**src/rtl/pipeline_hazard_controller.sv**
```systemverilog
// Stall/flush/interrupt sequencer for the 5-stage SimpleRISC pipeline.
// Optional saturating event counters are enabled with `define HAZARD_CNT_EN.
module pipeline_hazard_controller #(
    parameter int DRAIN_CYCLES = 3,
    parameter int REG_W        = 4
) (
    input  logic             clk,
    input  logic             rst,
    input  logic             valid_D,
    input  logic [REG_W-1:0] rs1_D,
    input  logic [REG_W-1:0] rs2_D,
    input  logic             use_rs1_D,
    input  logic             use_rs2_D,
    input  logic [REG_W-1:0] rd_E,
    input  logic             isLd_E,
    input  logic             isWb_E,
    input  logic             isbranch_taken_E,
    input  logic             isIret_E,
    input  logic             irq_req,
    output logic             stall_F,
    output logic             add_stall,
    output logic             flush_D,
    output logic             interrupt,
    output logic             irq_ack,
    output logic             in_isr,
    output logic [1:0]       state_dbg
`ifdef HAZARD_CNT_EN
    ,
    output logic [15:0]      ld_stall_cnt,
    output logic [15:0]      irq_cnt
`endif
);

    localparam int CNT_W = $clog2(DRAIN_CYCLES + 1);

    typedef enum logic [1:0] {
        IDLE  = 2'b00,
        DRAIN = 2'b01,
        TAKE  = 2'b10,
        ISR   = 2'b11
    } state_t;

    state_t           state_q, state_d;
    logic [CNT_W-1:0] cnt_q, cnt_d;
    logic             rst_q;
    logic             out_en;
    logic             ld_haz;
    logic             haz_eff;

    assign ld_haz = valid_D & isLd_E & isWb_E &
                    ((use_rs1_D & (rs1_D == rd_E)) | (use_rs2_D & (rs2_D == rd_E)));

    // Hazard is redundant while draining; the FSM already stalls and bubbles.
    assign haz_eff = ld_haz & (state_q != DRAIN);

    // Outputs stay quiet during reset and for the first cycle after it.
    assign out_en = ~rst & ~rst_q;

    always_ff @(posedge clk) begin
        rst_q <= rst;
        if (rst) begin
            state_q <= IDLE;
            cnt_q   <= '0;
        end else begin
            state_q <= state_d;
            cnt_q   <= cnt_d;
        end
    end

    always_comb begin
        state_d = state_q;
        cnt_d   = cnt_q;
        unique case (state_q)
            IDLE: begin
                if (irq_req && !isbranch_taken_E) begin
                    state_d = DRAIN;
                    cnt_d   = CNT_W'(DRAIN_CYCLES);
                end
            end
            DRAIN: begin
                // A redirect refills the pipe, so the drain restarts from the top.
                if (isbranch_taken_E) begin
                    cnt_d = CNT_W'(DRAIN_CYCLES);
                end else if (cnt_q > CNT_W'(1)) begin
                    cnt_d = cnt_q - CNT_W'(1);
                end else begin
                    state_d = TAKE;
                end
            end
            TAKE: begin
                state_d = ISR;
            end
            ISR: begin
                if (isIret_E) begin
                    state_d = IDLE;
                end
            end
            default: begin
                state_d = IDLE;
            end
        endcase
    end

    always_comb begin
        stall_F   = 1'b0;
        add_stall = 1'b0;
        flush_D   = 1'b0;
        interrupt = 1'b0;
        irq_ack   = 1'b0;
        in_isr    = 1'b0;
        state_dbg = 2'b00;
        if (out_en) begin
            state_dbg = state_q;
            interrupt = (state_q == TAKE);
            irq_ack   = (state_q == TAKE);
            in_isr    = (state_q == ISR);
            if (isbranch_taken_E) begin
                flush_D = 1'b1;
            end else begin
                stall_F   = haz_eff | (state_q == DRAIN) | (state_q == TAKE);
                add_stall = haz_eff | (state_q == DRAIN);
            end
        end
    end

`ifdef HAZARD_CNT_EN
    always_ff @(posedge clk) begin
        if (rst) begin
            ld_stall_cnt <= '0;
            irq_cnt      <= '0;
        end else begin
            if (out_en && haz_eff && !isbranch_taken_E && (ld_stall_cnt != '1)) begin
                ld_stall_cnt <= ld_stall_cnt + 16'd1;
            end
            if ((state_q == TAKE) && (irq_cnt != '1)) begin
                irq_cnt <= irq_cnt + 16'd1;
            end
        end
    end
`endif

endmodule

```
**config.mk**
```make
export PLATFORM = sky130hd
export DESIGN_NAME = pipeline_hazard_controller
export DESIGN_NICKNAME = d
export VERILOG_FILES = /design/src/rtl/pipeline_hazard_controller.sv
export SDC_FILE = /design/constraint.sdc
export NUM_CORES = 1
export LEC_CHECK = 0
export CORE_MARGIN = 2
export CORE_UTILIZATION = 39
export CTS_CLUSTER_SIZE = 28
export DETAILED_ROUTE_END_ITERATION = 6
export PLACE_DENSITY = 0.83
export SLEW_MARGIN = 0
export SYNTH_ARGS = -nofsm -noshare
export SYNTH_HDL_FRONTEND = slang
export SYNTH_SLANG_ARGS = --single-unit
```
**constraint.sdc**
```tcl
create_clock -name clk -period 3.9 [get_ports clk]
set_input_delay 0.78 -clock clk [delete_from_list [all_inputs] [get_ports clk]]
set_output_delay 0.78 -clock clk [all_outputs]
set_load 0.02 [all_outputs]
```
* Word level (Yosys, flattened, before mapping)
Cells that the tools add are included.
** Storage, ports and cells
- Register bits :: 5
- Bits of input ports :: 22
- Output and inout bits :: 8
- Word-level logic and storage cells :: 52
** Cells by class
- $add $sub $neg :: 1
- $lt $le $gt $ge :: 1
- Equality and inequality tests :: 11
- Mux-type cells :: 18
- Bitwise logic cells :: 12
- Reductions and logical operators :: 6
** Operators with widths (count)
- $mux 2 :: 8
- $eq 4x4->1 :: 2
- $mux 1 :: 8
- $ne 2x2->1 const B :: 4
- $pmux 2 s4 :: 1
- $and 1x1->1 :: 7
- $eq 2x2->1 const B :: 2
- $pmux 2 s2 :: 1
- $reduce_and 4->1 :: 1
- $ne 3x3->1 const B :: 1
- $or 1x1->1 :: 3
- $reduce_and 3->1 :: 1
- $eq 2x1->1 const B :: 1
- $gt 2x1->1 const B :: 1
- $logic_not 2->1 :: 1
- $ne 2x1->1 const B :: 1
- $not 1->1 :: 2
- $reduce_bool 2->1 :: 1
- $sub 2x1->2 const B :: 1
- $logic_and 1x1->1 :: 1
- $logic_not 1->1 :: 1

* Logic depth before layout (Yosys ltp)
Gate-level depths: netlist (run 1).
- Depth after elaboration :: 9
- Mapped depth :: 6
- Mapped depth without buffers :: 6

* Worst setup path before layout (run 1)
No wires, ideal clock.
- Kind :: input -> output
- From :: in isWb_E
- To :: out stall_F
- Arrival :: 1.940 ns
- Data required time :: 3.120 ns
- Path slack :: 1.180 ns
- Stages :: 4
- Path buffers :: 0
- Cell sequence :: and3_1 nand2_1 or4_4 a31oi_1
** On the way
- Longest elaborated chain between the ends :: 7
** Ends and longest elaborated chain
- from (decl) :: RTL line 16 : input logic isWb_E,
- $and 1x1->1 (2 in series) :: RTL line 50 : assign ld_haz = valid_D & isLd_E & isWb_E &
- $and 1x1->1 :: RTL line 54 : assign haz_eff = ld_haz & (state_q != DRAIN);
- $or 1x1->1 (2 in series) :: RTL line 120 : stall_F = haz_eff | (state_q == DRAIN) | (state_q == TAKE);
- $mux 1 :: RTL line 117 : if (isbranch_taken_E) begin
- $mux 1 :: RTL line 112 : if (out_en) begin
- to (decl) :: RTL line 20 : output logic stall_F,
Every way passes these cells.

* Worst setup path in the final report (run 1)
- From :: in rd_E[2]
- To :: out stall_F
** On the way
- Longest elaborated chain between the ends :: 9
- Elaborated cells between the ends (all ways) :: 11
- Those cells by class :: eq/ne: 2; mux: 2; bitwise: 7
** Ends and longest elaborated chain
- from (decl) :: RTL line 14 : input logic [REG_W-1:0] rd_E,
- $eq 4x4->1 :: RTL line 51 : ((use_rs1_D & (rs1_D == rd_E)) | (use_rs2_D & (rs2_D == rd_E)));
- $and 1x1->1 :: RTL line 51
- $or 1x1->1 (*) :: RTL line 51
- $and 1x1->1 (*) :: RTL line 50
- $and 1x1->1 (*) :: RTL line 54
- $or 1x1->1 (*) (2 in series) :: RTL line 120
- $mux 1 (*) :: RTL line 117
- $mux 1 (*) :: RTL line 112
Mark *: on every way between the ends. The rest lies on a longest branch, timed or not.

==> summary.txt, run 1 <==
Status - completed
Final WL - 1280 um
Die width - 40.2 um
CTS Hold Bufs - 0
Top cell type by total area after synthesis - dfxtp_1
Post-synth EDFFs - 0
HPWL after detailed placement - 1110 um
Psw - 0.156 mW
Pwr dens - 436 mW/mm2
Top post-synthesis cells by area - dfxtp_1 (20%), ha_1 (15%), xor2_1 (10%), inv_1 (4.4%), a21oi_1 (3.9%)
Initial antenna violation count - 0
Fillers - 116
Leakage - 0.332 nW
Gr ovfl total - 0
Vias in the first global route - 534
Routed len/inst - 11.4 um
Power share of the clock group - 16.8%
Sequential power share - 25.1%
Slew Limit Fails - 0
XOR/XNOR share of the synthesized area - 13.7%
Maximum VDD drop - 0.000255 V
Sw frac - 42.9%
Critical Path RT - 3.12 ns
Total GRT Usage - 19.3%
DP Area - 808 um2
RSZ-0062 raised after global routing - no
Area occupied by multi-input gates - 377 um2
Layout cells sized above 1 - 4.08%
CTS clk-pin slew, worst paths - 0.04 ns
Least-Margin Pin Slew - 0.294 ns
Critical path capture point type - output port
Die footprint - 0.00161 mm2
Mux contribution to synthesized area - 0%
Residual DRC - 0
Critical Path AT - 2.80 ns
Placer Congestion - 0.728
Main synth FF type - dfxtp_1
Cts bufs inserted - 3
FMAX - 279 MHz
Antenna Cells - 0
TritonCTS clock tree - yes
First-pass GRT wire length - 2100 um
Post-Syn Instances - 67
Rows - 13
Setup WS pre-CTS - 0.306 ns
Startpoint types - primary input
Synth Area in Simple Gates - 24.8%
Adder-cell share of the synthesized area - 14.7%
Drt initial violations - 16
Syn-to-layout area delta - 63.5%
Synth Warn # - 0
Critical path fanouts, max - 2
Netlist cell types - 27
Synth Area in Compound Gates - 20.6%
Vias - 603
Clock buffer depth - 2
Storage cell area - 100 um2
CTS Root Cell - clkbuf_4
# nets final - 127
Final Setup Violations - 0
Skew final - 0.00355 ns
#FFs+latches synth - 5
IO buf count - 29
Area of the mapped netlist - 510 um2
Initial core utilization - 40.2%
Max-slew headroom - 80.3%
Routed vias/inst - 5.34
Synth Area per Inst - 7.62 um2
Setup tns final - 0 ns
Register area share after synthesis - 19.6%
H-tree Lvls - 1
Hold crit path type - flip-flop to flip-flop
Top cell type's share of synthesized area - 19.6%
DRT Pass-1 Iters - 4
Largest family of logic cells by synthesized area - simple AND/OR/NAND/NOR gates
Combinational power share - 58.1%
Final Cycle Share - 91.8%
Core area - 0.00127 mm2
Io pins - 30
Fraction of registers with async set/reset - 0%
Routed Antenna Nets - 0
Syn nets - 95
Final hold violation count - 0
Setup bufs post-CTS - 0
Setup WS post-layout - 0.321 ns
Max-Cap Viols - 0
Clk_lat worst skew - 0.25 ns
Setup CP Type - primary input to output port
Largest net degree at the start of global routing - 10
Clock Sinks - 5
Tmin final - 3.58 ns
Post_cts resized - 0
Height of the die - 40.2 um
Design area - 835 um2
Internal cell power - 0.208 mW
-- cell usage after synthesis, types with 2 or more instances --
| cell | count |
|---|---|
| a21oi_1 | 4 |
| a31oi_1 | 3 |
| and2_1 | 3 |
| dfxtp_1 | 5 |
| ha_1 | 6 |
| inv_1 | 6 |
| nand2_1 | 3 |
| nand3_1 | 2 |
| nor2_1 | 3 |
| nor3_1 | 4 |
| nor4_1 | 2 |
| o21ai_0 | 4 |
| or3_1 | 2 |
| xnor2_1 | 2 |
| xor2_1 | 6 |
-- flip-flops by register name (all words and copies together) (netlist names) --
register / count
cnt_q: 2
state_q: 2
rst_q: 1
-- through the flow --
| stage | instances | power (mW) | utilization, % | hold slack (ns) |
|---|---|---|---|---|
| final | 113 | 0.364 | 65.8 | 0.533 |
| after global routing | 113 | 0.399 | 65.8 | 0.541 |
| after CTS | 113 | 0.363 | 65.8 | 0.525 |
| after detailed placement | 109 | 0.302 | 63.7 | 0.519 |
| after global placement | 109 | 0.292 | 63.7 | 0.519 |
| after floorplan | 67 | 0.230 | - | 0.487 |
-- final timing paths --
kind              startpoint    endpoint  slack (ns)  depth (start not counted)
setup reg to reg  state_q[0]    cnt_q[0]        2.43                          5
setup / recovery     rd_E[2]     stall_F        0.32                          6
hold / removal    state_q[1]  state_q[1]        0.53                          2
hold reg to reg   state_q[1]  state_q[1]        0.53                          2
-- per-layer routing --
layer / wire length [um] / track usage, % / part of all wire (%)
met1: 463 / 21.8 / 36
met5: 0 / 0 / 0
met2: 675 / 35.5 / 53
met3: 125 / 3.33 / 9.7
met4: 20 / 7.50 / 1.6
-- cell families after synthesis --
logic type	after synthesis
fa+ha+maj	6
simple gates	23
xor+xnor	8
flops	5
compound gates	17
buf+inv	8
-- power groups by stage --
stage | registers [mW] | clock network, mW | logic, mW
detailed placement | 0.0914 | 0 | 0.211
global placement | 0.0907 | 0 | 0.201
global route | 0.0948 | 0.0670 | 0.237
floorplan | 0.0856 | 0 | 0.144
CTS | 0.0904 | 0.0605 | 0.212
finish | 0.0915 | 0.0611 | 0.211
-- placed cells by master (no fill, tap or decap) --
master,n
clkdlybuf4s50_1,29
inv_1,6
xor2_1,6
ha_1,6
dfxtp_1,5
nor3_1,4
o21ai_0,4
a21oi_1,4
nor2_1,3
and2_1,3
nand2_1,3
a31oi_1,3
clkbuf_4,3
nor4_1,2
nand3_1,2
xnor2_1,2
or3_1,2
and3_1,1
or4_4,1
nand2b_1,1
a22oi_1,1
nor2b_1,1
a22o_1,1
o21a_1,1
o22ai_1,1
o2111ai_1,1
a211oi_1,1
clkbuf_1,1
-- worst max-delay path, cell delays in order --
cell and delay (ns):
clkdlybuf4s50_1 0.51, xnor2_1 0.12, nand2_1 0.06, or4_4 0.53
a31oi_1 0.17, clkdlybuf4s50_1 0.63
-- area by class of cell --
class	count	area share (%)
well taps	15	2.25
multi-input cells	54	45.1
clock buffers	4	3.15
inverters	6	2.70
repair buffers	29	34.8
flip-flops and latches	5	12.0
Note: power is estimated with default switching activity, not from simulation.
==> inputs of run 2 (changes only) <==
--- a/config.mk
+++ b/config.mk
@@ -9,7 +9,8 @@
 export CORE_UTILIZATION = 39
 export CTS_CLUSTER_SIZE = 28
 export DETAILED_ROUTE_END_ITERATION = 6
-export PLACE_DENSITY = 0.83
+export HOLD_SLACK_MARGIN = 0.02
+export PLACE_DENSITY = 0.81
 export SLEW_MARGIN = 0
 export SYNTH_ARGS = -nofsm -noshare
 export SYNTH_HDL_FRONTEND = slang
==> summary.txt, run 2 (same netlist as run 1, synthesis figures left out) <==
Status - completed
Vias - 598 (-0.83%)
Max-Cap Viols - 0 (unchanged)
Vias in the first global route - 528 (-1.1%)
Maximum VDD drop - 0.000218 V (-14%)
Layout cells sized above 1 - 4.08% (unchanged)
DRT Pass-1 Iters - 4 (unchanged)
Core area - 0.00127 mm2 (unchanged)
Largest net degree at the start of global routing - 10 (unchanged)
Clock buffer depth - 2 (unchanged)
Die footprint - 0.00161 mm2 (unchanged)
HPWL after detailed placement - 1010 um (-8.9%)
RSZ-0062 raised after global routing - no
Syn-to-layout area delta - 63.5% (unchanged)
Rows - 13 (unchanged)
Clock Sinks - 5 (unchanged)
Drt initial violations - 13 (-3)
Routed len/inst - 10.7 um (-6.0%)
Height of the die - 40.2 um (unchanged)
First-pass GRT wire length - 2010 um (-4.3%)
Flop-to-flop setup slack - 2.41 ns (-0.02 ns)
Skew final - 0.00356 ns (+0.0000152 ns)
FMAX - 276 MHz (-1.1%)
Final Cycle Share - 92.8% (+1.0 points)
Worst Reg-to-Reg Cells - 5 (unchanged)
Final hold violation count - 0 (unchanged)
Antenna Cells - 0 (unchanged)
Worst hold path endpoint - state_q[1]
Largest regs - cnt_q x2, state_q x2, rst_q x1
TritonCTS clock tree - yes
Setup CP Type - primary input to output port
CTS clk-pin slew, worst paths - 0.04 ns (about the same)
Reg-to-reg endpoint - cnt_q[0]
Cts bufs inserted - 3 (unchanged)
Commonest non-fill, non-tap cell in the layout - clkdlybuf4s50_1
Setup bufs post-CTS - 0 (unchanged)
Routed vias/inst - 5.29 (-0.83%)
Max-slew headroom - 79.7% (-0.65 points)
Startpoint types - primary input
Tmin final - 3.62 ns (+0.0409 ns)
Setup WS pre-CTS - 0.255 ns (-0.0504 ns)
CTS Hold Bufs - 0 (unchanged)
Die width - 40.2 um (unchanged)
Least-Margin Pin Slew - 0.304 ns (+0.00971 ns)
Initial antenna violation count - 0 (unchanged)
H-tree Lvls - 1 (unchanged)
Setup WS post-layout - 0.280 ns (-0.0409 ns)
Io pins - 30 (unchanged)
Residual DRC - 0 (unchanged)
Placed insts - 109 (unchanged)
R2R Path Start - state_q[0]
Hold path cells - 2 (unchanged)
CP most frequent cell - clkdlybuf4s50_1
Pwr dens - 430 mW/mm2 (-1.4%)
Worst path max stage delay - 0.63 ns (about the same)
Critical-path cell list - clkdlybuf4s50_1, xnor2_1, nand2_1, or4_4, a31oi_1, clkdlybuf4s50_1
Clk_lat worst skew - 0.25 ns (about the same)
IO buf count - 29 (unchanged)
Leakage - 0.332 nW (unchanged)
Placer Congestion - 0.722 (-0.84%)
Post_cts resized - 0 (unchanged)
CTS Root Cell - clkbuf_4
Hold WS - 0.537 ns (+0.00411 ns)
Critical Path RT - 3.12 ns (about the same)
Critical Path AT - 2.84 ns (+0.04 ns)
Critical path capture point type - output port
Critical path fanouts, max - 2 (unchanged)
Setup tns final - 0 ns (unchanged)
Total GRT Usage - 18.8% (-0.55 points)
Hold_sp - state_q[1]
Initial core utilization - 40.2% (unchanged)
Final WL - 1210 um (-6.0%)
Slowest CP cell - clkdlybuf4s50_1
Most frequent cells in the layout - clkdlybuf4s50_1 (29), inv_1 (6), xor2_1 (6), ha_1 (6), dfxtp_1 (5)
Final Setup Violations - 0 (unchanged)
Routed Antenna Nets - 0 (unchanged)
# nets final - 127 (unchanged)
Slew Limit Fails - 0 (unchanged)
Gr ovfl total - 0 (unchanged)
Layout Cells excl Fill - 113 (unchanged)
Hold crit path type - flip-flop to flip-flop
==> run 2: cell counts in the layout (fill, tap and decap cells not counted) <==
Identical to the previous run, type by type.
==> run 2: metal layers <==
metal | track usage (%) | share of wire (%) | vias up
met5 | 0 | 0 | -
met1 | 20.5 | 39 | 264
li1 | - | - | 300
met4 | 10.0 | 1.9 | 0
met3 | 4.44 | 9.5 | 2
met2 | 33.1 | 49 | 32
==> run 2: layout make-up <==
cell class | instances | area, um2
well taps | 15 | 18.8
flip-flops and latches | 5 | 100
clock buffers | 4 | 26.3
multi-input cells | 54 | 377
inverters | 6 | 22.5
repair buffers | 29 | 290
fillers | 117 | 434
==> run 2: worst max-delay path: cells and delay by family <==
kind / cells / cell delay [ns]
AOI/OAI and AO/OA: 1 / 0.20
xor gates and xnor gates: 1 / 0.12
buffers and inverters: 2 / 1.14
and+or+nand+nor: 2 / 0.60
==> run 2: worst max path at each step <==
| stage | cells past startpoint | startpoint | endpoint | slack, ns |
|---|---|---|---|---|
| after floorplan | 4 | isWb_E | stall_F | 1.18 |
| after global placement | 6 | rd_E[2] | add_stall | 0.29 |
| after detailed placement | 6 | rd_E[2] | add_stall | 0.26 |
| after CTS | 6 | rd_E[2] | add_stall | 0.26 |
| after global routing | 6 | rd_E[2] | stall_F | 0.22 |
| final | 6 | rd_E[2] | add_stall | 0.28 |
==> run 2: power breakdown <==
part	internal (mW)	leakage, nW	switching (mW)
clock network	0.0387	0.0150	0.0217
logic	0.0980	0.275	0.109
registers	0.0702	0.0415	0.0216
total	0.207	0.332	0.152
==> run 2: per-stage QoR <==
step / utilization [%] / area, um2 / power (mW)
2_1_floorplan: - / 510 / 0.230
3_3_place_gp: 63.7 / 808 / 0.292
3_5_place_dp: 63.7 / 808 / 0.295
4_1_cts: 65.8 / 835 / 0.359
5_1_grt: 65.8 / 835 / 0.395
6_report: 65.8 / 835 / 0.359
